==> src/rtl/mips_debug_pkg.sv <==
// mips_debug_pkg: command bytes, halt word and FSM state encodings shared by the debug loader and the UART TX formatter
package mips_debug_pkg;
    localparam logic [7:0]  CMD_LOAD  = 8'h4C;
    localparam logic [7:0]  CMD_RUN   = 8'h52;
    localparam logic [7:0]  CMD_STEP  = 8'h53;
    localparam logic [31:0] HALT_WORD = 32'h0000_0000;
    typedef enum logic [2:0] {
        ST_IDLE = 3'd0,
        ST_LOAD = 3'd1,
        ST_RUN  = 3'd2,
        ST_STEP = 3'd3,
        ST_DONE = 3'd4
    } state_t;
endpackage

==> src/rtl/byte_to_word.sv <==
// byte_to_word: packs MSB-first bytes into words; word_valid strobes combinationally on the last byte
module byte_to_word #(
    parameter int NB_BYTE = 8,
    parameter int NB_WORD = 32
) (
    input  logic               i_clk,
    input  logic               i_reset,
    input  logic               i_clear,
    input  logic               i_valid,
    input  logic [NB_BYTE-1:0] i_byte,
    output logic               o_word_valid,
    output logic [NB_WORD-1:0] o_word
);
    logic [1:0]                 cnt_q, cnt_d;
    logic [NB_WORD-NB_BYTE-1:0] shift_q, shift_d;
    assign o_word       = {shift_q, i_byte};
    assign o_word_valid = i_valid && cnt_q == 2'd3;
    always_comb begin
        cnt_d   = i_clear ? 2'd0 : i_valid ? cnt_q + 2'd1 : cnt_q;
        shift_d = i_clear ? '0 : i_valid ? o_word[NB_WORD-NB_BYTE-1:0] : shift_q;
    end
    always_ff @(posedge i_clk) begin
        if (!i_reset) begin
            cnt_q   <= 2'd0;
            shift_q <= '0;
        end else begin
            cnt_q   <= cnt_d;
            shift_q <= shift_d;
        end
    end
endmodule

==> src/rtl/debug_loader.sv <==
// debug_loader: decodes UART load/run/step commands, writes program words to imem and gates the core enable
module debug_loader
    import mips_debug_pkg::*;
#(
    parameter int                 NB_ADDR   = 32,
    parameter int                 NB_INST   = 32,
    parameter int                 NB_BYTE   = 8,
    parameter int                 MEM_DEPTH = 256,
    parameter logic [NB_ADDR-1:0] START_PC  = '0
) (
    input  logic               i_clk,
    input  logic               i_reset,
    input  logic [NB_BYTE-1:0] i_rx_data,
    input  logic               i_rx_valid,
    input  logic               i_halt,
    output logic               o_write,
    output logic [NB_INST-1:0] o_instruction,
    output logic [NB_ADDR-1:0] o_address,
    output logic [NB_ADDR-1:0] o_pc,
    output logic               o_enable,
    output logic               o_error,
    output logic [2:0]         o_state
);
    state_t             state_q, state_d;
    logic               loaded_q, loaded_d;
    logic [NB_ADDR-1:0] index_q, index_d;
    logic               write_q, write_d;
    logic [NB_INST-1:0] inst_q, inst_d;
    logic [NB_ADDR-1:0] addr_q, addr_d;
    logic               enable_q, enable_d;
    logic               error_q, error_d;
    logic               clear, word_valid;
    logic [NB_INST-1:0] word;
    logic               is_load, is_run, is_step;

    byte_to_word #(.NB_BYTE(NB_BYTE), .NB_WORD(NB_INST)) u_b2w (
        .i_clk       (i_clk),
        .i_reset     (i_reset),
        .i_clear     (clear),
        .i_valid     (i_rx_valid && state_q == ST_LOAD),
        .i_byte      (i_rx_data),
        .o_word_valid(word_valid),
        .o_word      (word)
    );

    assign is_load = i_rx_data == NB_BYTE'(CMD_LOAD);
    assign is_run  = i_rx_data == NB_BYTE'(CMD_RUN);
    assign is_step = i_rx_data == NB_BYTE'(CMD_STEP);

    always_comb begin
        state_d  = state_q;
        loaded_d = loaded_q;
        index_d  = index_q;
        write_d  = 1'b0;
        inst_d   = inst_q;
        addr_d   = addr_q;
        enable_d = 1'b0;
        error_d  = 1'b0;
        clear    = 1'b0;
        case (state_q)
            ST_IDLE, ST_DONE: begin
                if (i_rx_valid) begin
                    if (is_load) begin
                        state_d  = ST_LOAD;
                        clear    = 1'b1;
                        index_d  = '0;
                        loaded_d = loaded_q && state_q == ST_IDLE;
                    end else if (state_q == ST_IDLE && loaded_q && (is_run || is_step)) begin
                        state_d  = is_run ? ST_RUN : ST_STEP;
                        enable_d = 1'b1;
                    end else begin
                        error_d = 1'b1;
                    end
                end
            end
            ST_LOAD: begin
                if (word_valid) begin
                    write_d = 1'b1;
                    inst_d  = word;
                    addr_d  = index_q << 2;
                    index_d = index_q + NB_ADDR'(1);
                    if (word == NB_INST'(HALT_WORD)) begin
                        loaded_d = 1'b1;
                        state_d  = ST_IDLE;
                    end else if (index_q == NB_ADDR'(MEM_DEPTH - 1)) begin
                        // last slot filled without a HALT: program would run off the end
                        error_d = 1'b1;
                        state_d = ST_IDLE;
                    end
                end
            end
            ST_RUN: begin
                enable_d = !i_halt;
                state_d  = i_halt ? ST_DONE : ST_RUN;
            end
            ST_STEP: state_d = i_halt ? ST_DONE : ST_IDLE;
            default: state_d = ST_IDLE;
        endcase
    end

    always_ff @(posedge i_clk) begin
        if (!i_reset) begin
            state_q  <= ST_IDLE;
            loaded_q <= 1'b0;
            index_q  <= '0;
            write_q  <= 1'b0;
            inst_q   <= '0;
            addr_q   <= '0;
            enable_q <= 1'b0;
            error_q  <= 1'b0;
        end else begin
            state_q  <= state_d;
            loaded_q <= loaded_d;
            index_q  <= index_d;
            write_q  <= write_d;
            inst_q   <= inst_d;
            addr_q   <= addr_d;
            enable_q <= enable_d;
            error_q  <= error_d;
        end
    end

    assign o_write       = write_q;
    assign o_instruction = inst_q;
    assign o_address     = addr_q;
    assign o_pc          = START_PC;
    assign o_enable      = enable_q;
    assign o_error       = error_q;
    assign o_state       = state_q;
endmodule

==> config.mk <==
export PLATFORM = sky130hd
export DESIGN_NAME = debug_loader
export DESIGN_NICKNAME = d
export VERILOG_FILES = /design/src/rtl/mips_debug_pkg.sv /design/src/rtl/byte_to_word.sv /design/src/rtl/debug_loader.sv
export SDC_FILE = /design/constraint.sdc
export NUM_CORES = 1
export LEC_CHECK = 0
export BUFFER_PORTS_ARGS = -buffer_cell sky130_fd_sc_hd__buf_4
export CAP_MARGIN = 20
export CORE_AREA = 2 2 118 109
export CTS_CLUSTER_SIZE = 28
export DETAILED_ROUTE_END_ITERATION = 7
export DIE_AREA = 0 0 120 111
export GPL_ROUTABILITY_DRIVEN = 1
export PLACE_DENSITY_LB_ADDON = 0.25
export RECOVER_POWER = 100
export SYNTH_ARGS = -nofsm -noshare
export SYNTH_HDL_FRONTEND = slang
export SYNTH_SLANG_ARGS = --single-unit
==> constraint.sdc <==
create_clock -name i_clk -period 3.5 [get_ports i_clk]
set_input_delay 0.525 -clock i_clk [delete_from_list [all_inputs] [get_ports i_clk]]
set_output_delay 0.525 -clock i_clk [all_outputs]
set_load 0.01 [all_outputs]
### Word level (Yosys, flattened, before mapping)

Cells that the tools add are included.

| word-level totals | value |
|---|---|
| flip-flop bits (word level) | 127 |
| bits in latches | 0 |
| bits in writable memories | 0 |
| memory bits (read-only) | 0 |
| bits of input ports | 12 |
| output and inout bits | 102 |
| word-level logic and storage cells | 78 |
| memories | 0 |

| operators by class | value |
|---|---|
| $add $sub $neg | 2 |
| multiply operators | 0 |
| div/mod/pow operators | 0 |
| magnitude comparators | 0 |
| eq/ne operators | 15 |
| shift operators | 0 |
| mux-type cells | 34 |
| bitwise operators | 1 |
| reduce and logical (&&, ||, !) cells | 16 |

Operators with widths:

| operator | count |
|---|---|
| $mux 32 | 3 |
| $pmux 32 s2 | 1 |
| $add 32x1->32 const B | 1 |
| $eq 32x8->1 const B | 1 |
| $logic_not 32->1 | 1 |
| $eq 8x7->1 const B | 3 |
| $mux 3 | 8 |
| $mux 1 | 18 |
| $pmux 3 s4 | 1 |
| $reduce_and 4->1 | 2 |
| $eq 3x2->1 const B | 2 |
| $pmux 1 s2 | 3 |
| $reduce_and 5->1 | 1 |
| $logic_and 1x1->1 | 4 |
| $ne 2x1->1 const B | 2 |
| $ne 2x2->1 const B | 2 |
| $reduce_and 2->1 | 2 |
| $reduce_or 2->1 | 2 |
| $eq 3x1->1 const B | 1 |
| $eq 3x3->1 const B | 1 |
| $logic_not 3->1 | 1 |
| $ne 3x1->1 const B | 1 |
| $ne 3x3->1 const B | 1 |
| $add 2x1->2 const B | 1 |
| 5 further kinds | 5 |

### Longest topological paths before layout

Gate-level depths: netlist of the first run.

| depth | value |
|---|---|
| depth in word-level cells | 7 |
| gate-level depth with buffers | 7 |
| mapped depth without buffers | 6 |

### Hierarchy

A second synthesis of the first run with hierarchy kept.

| unflattened totals | value |
|---|---|
| cells, all modules | 656 |
| area total of the unflattened synthesis | 5,597.9 um2 |

By module, submodules not included:

| module | instances | cells each | area each (um2) | sequential area each (um2) |
|---|---|---|---|---|
| debug_loader | 1 | 561 | 4,550.6 | 2,021.9 |
| byte_to_word | 1 | 95 | 1,047.3 | 520.5 |

### Least setup slack after synthesis of the first run

Ideal clock, no wire load.

| timing | value |
|---|---|
| path type | reg-to-reg |
| start | reg index_q[3] |
| end | reg index_q[26] |
| library setup time | 0.070 ns |
| arrival time | 2.259 ns |
| required time | 3.430 ns |
| slack | 1.172 ns |
| cell stages (with the launch flop) | 8 |
| path buffers | 2 |
| period minus slack after synthesis | 2.328 ns |
| path through | dfxtp_1 -> nand4_2 -> or3_1 -> buf_6 -> or4_4 -> buf_6 -> or4_1 -> a21oi_1 |

| on the way | value |
|---|---|
| longest elaborated chain between the ends | 3 |

Ends and longest elaborated chain:

| element | line | RTL |
|---|---|---|
| start, declared | debug_loader.sv:26 | `logic [NB_ADDR-1:0] index_q, index_d;` |
| start signal, assigned | debug_loader.sv:114 | `index_q <= index_d;` |
| $add 32x1->32 | debug_loader.sv:81 | `index_d = index_q + NB_ADDR'(1);` |
| $mux 32 | debug_loader.sv:77 | `if (word_valid) begin` |
| $pmux 32 s2 | debug_loader.sv:60 | `case (state_q)` |

No other way between the ends. The select of a mux whose other input is x is not followed.
A chain may end at the register's enable or synchronous reset.

### Worst setup path after layout of the first run

| timing | value |
|---|---|
| start | reg state_q[0] (netlist: o_state[0]) |
| end | reg addr_q[28] (netlist: o_address[28]) |

| on the way | value |
|---|---|
| longest elaborated chain between the ends | 4 |

Ends and longest elaborated chain:

| element | line | RTL |
|---|---|---|
| start, declared | debug_loader.sv:24 | `state_t state_q, state_d;` |
| start signal, assigned | debug_loader.sv:112 | `state_q <= state_d;` |
| $eq 3x1->1 (*) | debug_loader.sv:40, debug_loader.sv:60 |  |
| $logic_and 1x1->1 | debug_loader.sv:40 | `.i_valid (i_rx_valid && state_q == ST_LOAD),` |
| $logic_and 1x1->1 | byte_to_word.sv:17 | `assign o_word_valid = i_valid && cnt_q == 2'd3;` |
| $reduce_and 2->1 (no source line) (*) | n/a |  |
| end signal, assigned | debug_loader.sv:117 | `addr_q <= addr_d;` |
| end, declared | debug_loader.sv:29 | `logic [NB_ADDR-1:0] addr_q, addr_d;` |

Mark *: on every way between the ends. The rest lies on a longest branch, timed or not.

==> results.md, run 1 <==
- Status: completed
- Worst setup path class: reg -> reg
- Critical path endpoint category: flip-flop
- Yosys top cell area share: 47.9%
- Warnings, synthesis: 0
- Height of the die: 111 µm
- DR WL/cell: 13.9 µm
- Count of port buffers added during placement: 79
- Detail Route Antenna Nets: 0
- Clock tree from TritonCTS: done
- Global router's overall resource usage: 19.8%
- Detailed Place HPWL: 8.65 mm
- Core box area: 12200 µm²
- Global route overflow: 0
- Final Net Count: 744
- Die span in x: 120 µm
- Antenna violations before repair: 0
- Final period util: 79.1%
- Global-route wire length before repair: 21.1 mm
- Via density: 5.16
- Number of flops mapped to enable cells by yosys: 0
- Top_reg_cell synth: sky130_fd_sc_hd__dfxtp_1
- Power per cell area: 523 nW/µm²
- Final-report setup violation count: 0
- Combined area of all synthesized cells: 5310 µm²
- Largest fanout of any net on the critical path: 41
- Length of the first detailed-routing pass in iterations: 4
- Drc violations: 0
- Post-synth ARST share: 0%
- Leading post-synthesis cells by cell area: sky130_fd_sc_hd__dfxtp_1, sky130_fd_sc_hd__nand2_1, sky130_fd_sc_hd__a21oi_1, sky130_fd_sc_hd__buf_4, sky130_fd_sc_hd__xnor2_1
- Syn Inst Count: 664
- Arrival time reported for the critical path endpoint: 3030 ps
- GP Congestion: 0.811
- Kind of launch point of the worst setup path: flip-flop
- Count of unique library cells instantiated by Yosys: 46
- Commonest non-fill, non-tap cell in the layout: sky130_fd_sc_hd__nand2_1
- Area enclosed by the die boundary: 13300 µm²
- Postcts setup bufs: 0
- Commonest cells after routing, fill and taps aside: sky130_fd_sc_hd__nand2_1, sky130_fd_sc_hd__dfxtp_1, sky130_fd_sc_hd__a21oi_1
- Num CTS Buffers: 17
- Number of global-route vias before repair: 4358
- Synthesis-to-finish area growth: 16.2%
- Pin count of the biggest net entering global routing: 43
- Total Neg Setup Slack: 0 ps
- Resized Gates After CTS: 0
- Number of maximum-capacitance constraint violations: 0
- Drt total wl: 12.6 mm
- Class of the most critical hold timing path: in -> reg
- WHS: 385 ps
- Number of filler cells placed in the layout: 1268
- Number of sinks driven by the clock tree: 127
- Clock latency on the worst-skew pair: 410 ps
- VDD IR max: 0.304 mV
- Transition at the pin with the smallest max-transition slack: 839 ps
- Final Max Tran Viols: 0
- Clock transition at path regs: 50 ps
- Share of post-route cells with drive strength above 1: 6.59%
- Synthesis-stage register bit count: 127
- Data required time at the worst endpoint: 3760 ps
- Starting density of the core: 43.3%
- Maximum level of the CTS H-tree: 4
- Number of buffers between clock root and the deepest sink: 2
- Row Count: 39
- Root Buffer: sky130_fd_sc_hd__clkbuf_16
- Period minus WS final: 2770 ps
- RSZ-0062 raised after global routing: false
- Final antenna diode count: 0
- Number of placed I/O pins: 114
- Area occupied by multi-input gates: 2420 µm²
- Biggest area consumer among synthesized cells: sky130_fd_sc_hd__dfxtp_1
- Leakage: 2.02 nW
- Seq. cell area: 2540 µm²
- Register area share after synthesis: 47.9%
- Hold Buf Count CTS: 0
- Slew margin rel.: 44.1%
- DRT iter0 DRCs: 328
- Clock skew: 6.41 ps
- Hold Vio Cnt, Final: 0
- Post-synthesis average cell area: 7.99 µm²
- Routed vias: 4684
- Achievable frequency: 0.361 GHz
-- kinds of logic after synthesis --
group / count (synthesis) / synth area share [%]
flops: 127 / 47.9
other cells: 1 / 0.0707
compound gates: 123 / 12.8
simple gates: 309 / 26.4
buf+inv: 81 / 8.87
fa+ha+maj: 2 / 0.472
xor+xnor: 19 / 3.14
mux: 2 / 0.377
-- cells in the mapped netlist (2+ instances only) --
library cell,count
sky130_fd_sc_hd__nand2_1,194
sky130_fd_sc_hd__dfxtp_1,127
sky130_fd_sc_hd__a21oi_1,97
sky130_fd_sc_hd__buf_4,35
sky130_fd_sc_hd__clkbuf_1,32
sky130_fd_sc_hd__nor2_1,32
sky130_fd_sc_hd__xnor2_1,19
sky130_fd_sc_hd__nor4_1,17
sky130_fd_sc_hd__nor3_1,12
sky130_fd_sc_hd__or4_1,11
sky130_fd_sc_hd__nand3_1,10
sky130_fd_sc_hd__inv_1,7
sky130_fd_sc_hd__nand4_1,7
sky130_fd_sc_hd__o31ai_1,7
sky130_fd_sc_hd__o211ai_1,5
sky130_fd_sc_hd__or3_1,5
sky130_fd_sc_hd__buf_6,4
sky130_fd_sc_hd__nor4b_1,3
sky130_fd_sc_hd__o21ai_0,3
sky130_fd_sc_hd__a2111oi_0,2
sky130_fd_sc_hd__a22oi_1,2
sky130_fd_sc_hd__and3_1,2
sky130_fd_sc_hd__and4_1,2
sky130_fd_sc_hd__and4b_1,2
sky130_fd_sc_hd__ha_1,2
sky130_fd_sc_hd__mux2i_1,2
sky130_fd_sc_hd__nand2b_1,2
sky130_fd_sc_hd__nand4b_1,2
sky130_fd_sc_hd__nor3b_1,2
-- metrics by stage --
step,cells,util [%],setup slack [ps],cell area (µm²),total power [mW]
after floorplan,697,-,1170,5430,1.55
after global placement,875,47.9,744,5870,1.55
after detailed placement,875,47.9,743,5870,1.55
after CTS,907,52.6,944,6440,3.26
after global routing,907,50.3,478,6160,3.35
final,907,50.3,733,6160,3.23
-- worst max-delay path, stage by stage (launching register included) --
cell,delay (ps)
sky130_fd_sc_hd__dfxtp_1,470
sky130_fd_sc_hd__nor3b_1,480
sky130_fd_sc_hd__and2_0,190
sky130_fd_sc_hd__buf_4,280
sky130_fd_sc_hd__nand2_1,510
sky130_fd_sc_hd__buf_4,470
sky130_fd_sc_hd__nand2_1,120
sky130_fd_sc_hd__a21oi_1,70
-- report_power, final --
| part | switching [mW] | internal (mW) | leakage [nW] |
|---|---|---|---|
| Clock | 0.626 | 1.08 | 0.280 |
| Sequential | 0.000502 | 1.45 | 1.02 |
| Combinational | 0.0559 | 0.0154 | 0.714 |
-- sequential cells by signal, indices dropped and copies added (netlist names) --
register and cells:
index_q 32, loaded_q 1, o_address 30, o_enable 1
o_error 1, o_instruction 32, o_state 3, o_write 1
u_b2w.cnt_q 2, u_b2w.shift_q 24
-- cell type report --
class                           count  share of cell area, %
Clock buffer                       22                   7.53
Clock inverter                     10                   1.83
Inverter                            8                  0.487
Multi-Input combinational cell    489                   39.3
Sequential cell                   127                   41.3
Tap cell                          164                   3.33
Timing Repair Buffer               87                   6.29
-- metal layers --
| layer | vias up | GRT usage [%] | share of wire [%] |
|---|---|---|---|
| met2 | 140 | 28.4 | 44 |
| met3 | 10 | 6.69 | 5.6 |
| met4 | 0 | 7.84 | 1.3 |
| li1 | 2332 | - | - |
| met1 | 2202 | 27.4 | 49 |
| met5 | - | 0 | 0 |
-- path summary, 6_finish.rpt --
| path | from | endpoint | slack, ps | cells past startpoint |
|---|---|---|---|---|
| worst max-delay path | o_state[0] | o_address[28] | 730 | 7 |
| worst min-delay path | i_reset | o_state[2] | 380 | 2 |
| worst min register to register | o_instruction[20] | o_instruction[20] | 450 | 2 |
| worst max register to register | o_state[0] | o_address[28] | 730 | 7 |
Power figures use the tool's default switching activity.
==> inputs of run 2 (changes only) <==
- clock period: 3.5 -> 2.9 ns (I/O delays scaled with it)
==> results.md, run 2 (synthesized netlist as in run 1, its figures left out) <==
- GP Congestion: 0.826 (+1.9%)
- Length of the first detailed-routing pass in iterations: 5 (+1)
- Core box area: 12200 µm² (unchanged)
- Critical path origin: index_q[3]
- Pin count of the biggest net entering global routing: 46 (+7.0%)
- Worst setup path class: reg -> reg
- Number of buffers between clock root and the deepest sink: 2 (unchanged)
- Count of port buffers added during placement: 79 (unchanged)
- Share of post-route cells with drive strength above 1: 7.11% (+0.52 points)
- Power per cell area: 642 nW/µm² (+23%)
- Total Neg Setup Slack: 0 ps (unchanged)
- Worst R2R Start: index_q[3]
- RSZ-0062 raised after global routing: false
- Register-to-Register Setup Slack: 320 ps (-420 ps)
- Number of global-route vias before repair: 4388 (+0.69%)
- Slew margin rel.: 28.2% (-16 points)
- Transition at the pin with the smallest max-transition slack: 1080 ps (+239 ps)
- Kind of launch point of the worst setup path: flip-flop
- Drc violations: 0 (unchanged)
- Leakage: 2.04 nW (+1.3%)
- WHS: 297 ps (-87.9 ps)
- Combinational power share: 2.2% (about the same)
- Data required time at the worst endpoint: 3240 ps (-520 ps)
- Placement-stage cell area: 5900 µm² (+0.60%)
- Commonest cells after routing, fill and taps aside: sky130_fd_sc_hd__nand2_1, sky130_fd_sc_hd__dfxtp_1, sky130_fd_sc_hd__a21oi_1
- Commonest non-fill, non-tap cell in the layout: sky130_fd_sc_hd__nand2_1
- Part of the total power dissipated in sequential elements: 43.7% (-1.2 points)
- Final Max Tran Viols: 0 (unchanged)
- Global-route wire length before repair: 21.3 mm (+0.88%)
- VDD IR max: 0.423 mV (+39%)
- Drt total wl: 12.8 mm (+1.5%)
- Post-Place Cells: 878 (+0.34%)
- Resized Gates After CTS: 0 (unchanged)
- Critical register-to-register path endpoint: index_q[30]
- Period minus WS final: 2580 ps (-182 ps)
- Detail Route Antenna Nets: 0 (unchanged)
- Routed vias: 4692 (+0.17%)
- Net switching share of the total power: 20.6% (-0.54 points)
- Die span in x: 120 µm (unchanged)
- Via density: 5.16 (about the same)
- Final Net Count: 747 (+0.40%)
- DR WL/cell: 14.1 µm (+1.3%)
- Final instance count without filler cells: 909 (+0.22%)
- Area enclosed by the die boundary: 13300 µm² (unchanged)
- Achievable frequency: 0.387 GHz (+7.0%)
- Worst hold start: i_reset
- Height of the die: 111 µm (unchanged)
- Global router's overall resource usage: 19.8% (-0.033 points)
- Number of cells on the worst reg-to-reg path: 5 (-2)
- Number of filler cells placed in the layout: 1247 (-1.7%)
- Number of maximum-capacitance constraint violations: 0 (unchanged)
- Number of placed I/O pins: 114 (unchanged)
- Part of the power in the clock network: 54.1% (+1.2 points)
- Final-report setup violation count: 0 (unchanged)
- Number of sinks driven by the clock tree: 127 (unchanged)
- DRT iter0 DRCs: 323 (-1.5%)
- Switching power: 0.823 mW (+21%)
- Class of the most critical hold timing path: in -> reg
- Clock tree from TritonCTS: done
- Synthesis-to-finish area growth: 17.2%
- Capturing element of the worst setup path: index_q[30]
- Clock latency on the worst-skew pair: 410 ps (about the same)
- Antenna violations before repair: 0 (unchanged)
- Final period util: 89.1% (+10 points)
- Detailed Place HPWL: 8.75 mm (+1.1%)
- Internal power: 3.17 mW (+25%)
- Hold Vio Cnt, Final: 0 (unchanged)
- Status: completed
- Hold Buf Count CTS: 0 (unchanged)
- Clock skew: 7.22 ps (+0.811 ps)
- Row Count: 39 (unchanged)
- Postcts setup bufs: 0 (unchanged)
- Clock transition at path regs: 50 ps (about the same)
- Final antenna diode count: 0 (unchanged)
- Critical path endpoint category: flip-flop
- Largest fanout of any net on the critical path: 11 (-73%)
- Arrival time reported for the critical path endpoint: 2930 ps (-100 ps)
- Num CTS Buffers: 17 (unchanged)
- Global route overflow: 0 (unchanged)
- Maximum level of the CTS H-tree: 4 (unchanged)
- Root Buffer: sky130_fd_sc_hd__clkbuf_16
- Post-route design area: 6220 µm² (+0.93%)
- Starting density of the core: 43.3% (unchanged)
run 2: cell types whose count changed in the layout (fill, tap and decap cells not counted):
cell / before / now
sky130_fd_sc_hd__or4_4: 0 / 1
sky130_fd_sc_hd__buf_12: 0 / 1
sky130_fd_sc_hd__clkbuf_1: 73 / 72
sky130_fd_sc_hd__or4_1: 12 / 11
sky130_fd_sc_hd__clkinv_4: 2 / 1
sky130_fd_sc_hd__clkinv_2: 4 / 5
sky130_fd_sc_hd__bufinv_16: 2 / 3
sky130_fd_sc_hd__clkbuf_8: 2 / 3
sky130_fd_sc_hd__buf_4: 16 / 15
sky130_fd_sc_hd__clkbuf_2: 1 / 2
run 2: worst min-delay path by stage:
| stage | end | slack [ps] | cells past startpoint |
|---|---|---|---|
| CTS | o_state[2] | 280 | 2 |
| detailed placement | o_address[20] | 450 | 2 |
| global route | o_instruction[5] | 300 | 3 |
| global placement | o_address[11] | 450 | 2 |
| floorplan | u_b2w.cnt_q[1] | 440 | 2 |
| finish | o_state[2] | 300 | 2 |
run 2: power groups by stage:
stage	Combinational, mW	Clock (mW)	Sequential [mW]
floorplan	0.0901	0	1.79
detailed placement	0.0883	0	1.78
global placement	0.0866	0	1.78
global route	0.0967	2.29	1.75
finish	0.0880	2.16	1.75
CTS	0.0881	2.20	1.75
run 2: routing by layer:
metal | part of all wire [%] | GRT usage (%) | vias up
li1 | - | - | 2334
met1 | 49 | 28.3 | 2188
met2 | 44 | 28.8 | 155
met3 | 5.4 | 5.97 | 15
met4 | 1.4 | 5.73 | 0
met5 | 0 | 0 | -
run 2: final cells by class:
cell class | count | area (µm²) | share of cell area, %
Clock inverter | 11 | 139 | 2.23
Sequential cell | 127 | 2540 | 40.9
Tap cell | 164 | 205 | 3.30
Clock buffer | 20 | 467 | 7.50
Timing Repair Buffer | 90 | 413 | 6.64
Multi-Input combinational cell | 489 | 2420 | 39.0
Inverter | 8 | 30.0 | 0.483
run 2: metrics by stage:
stage / power (mW) / setup slack, ps / util, %
2_1_floorplan: 1.88 / 572 / -
3_3_place_gp: 1.87 / 238 / 48.2
3_5_place_dp: 1.87 / 208 / 48.2
4_1_cts: 4.03 / 325 / 53.1
5_1_grt: 4.13 / 135 / 50.8
6_report: 4.00 / 315 / 50.8
run 2: critical path: stages (launching register included):
cell and delay (ps):
sky130_fd_sc_hd__dfxtp_1 440, sky130_fd_sc_hd__nand4_1 230, sky130_fd_sc_hd__or3_1 590, sky130_fd_sc_hd__or4_4 660, sky130_fd_sc_hd__or4_1 430, sky130_fd_sc_hd__a21oi_1 160
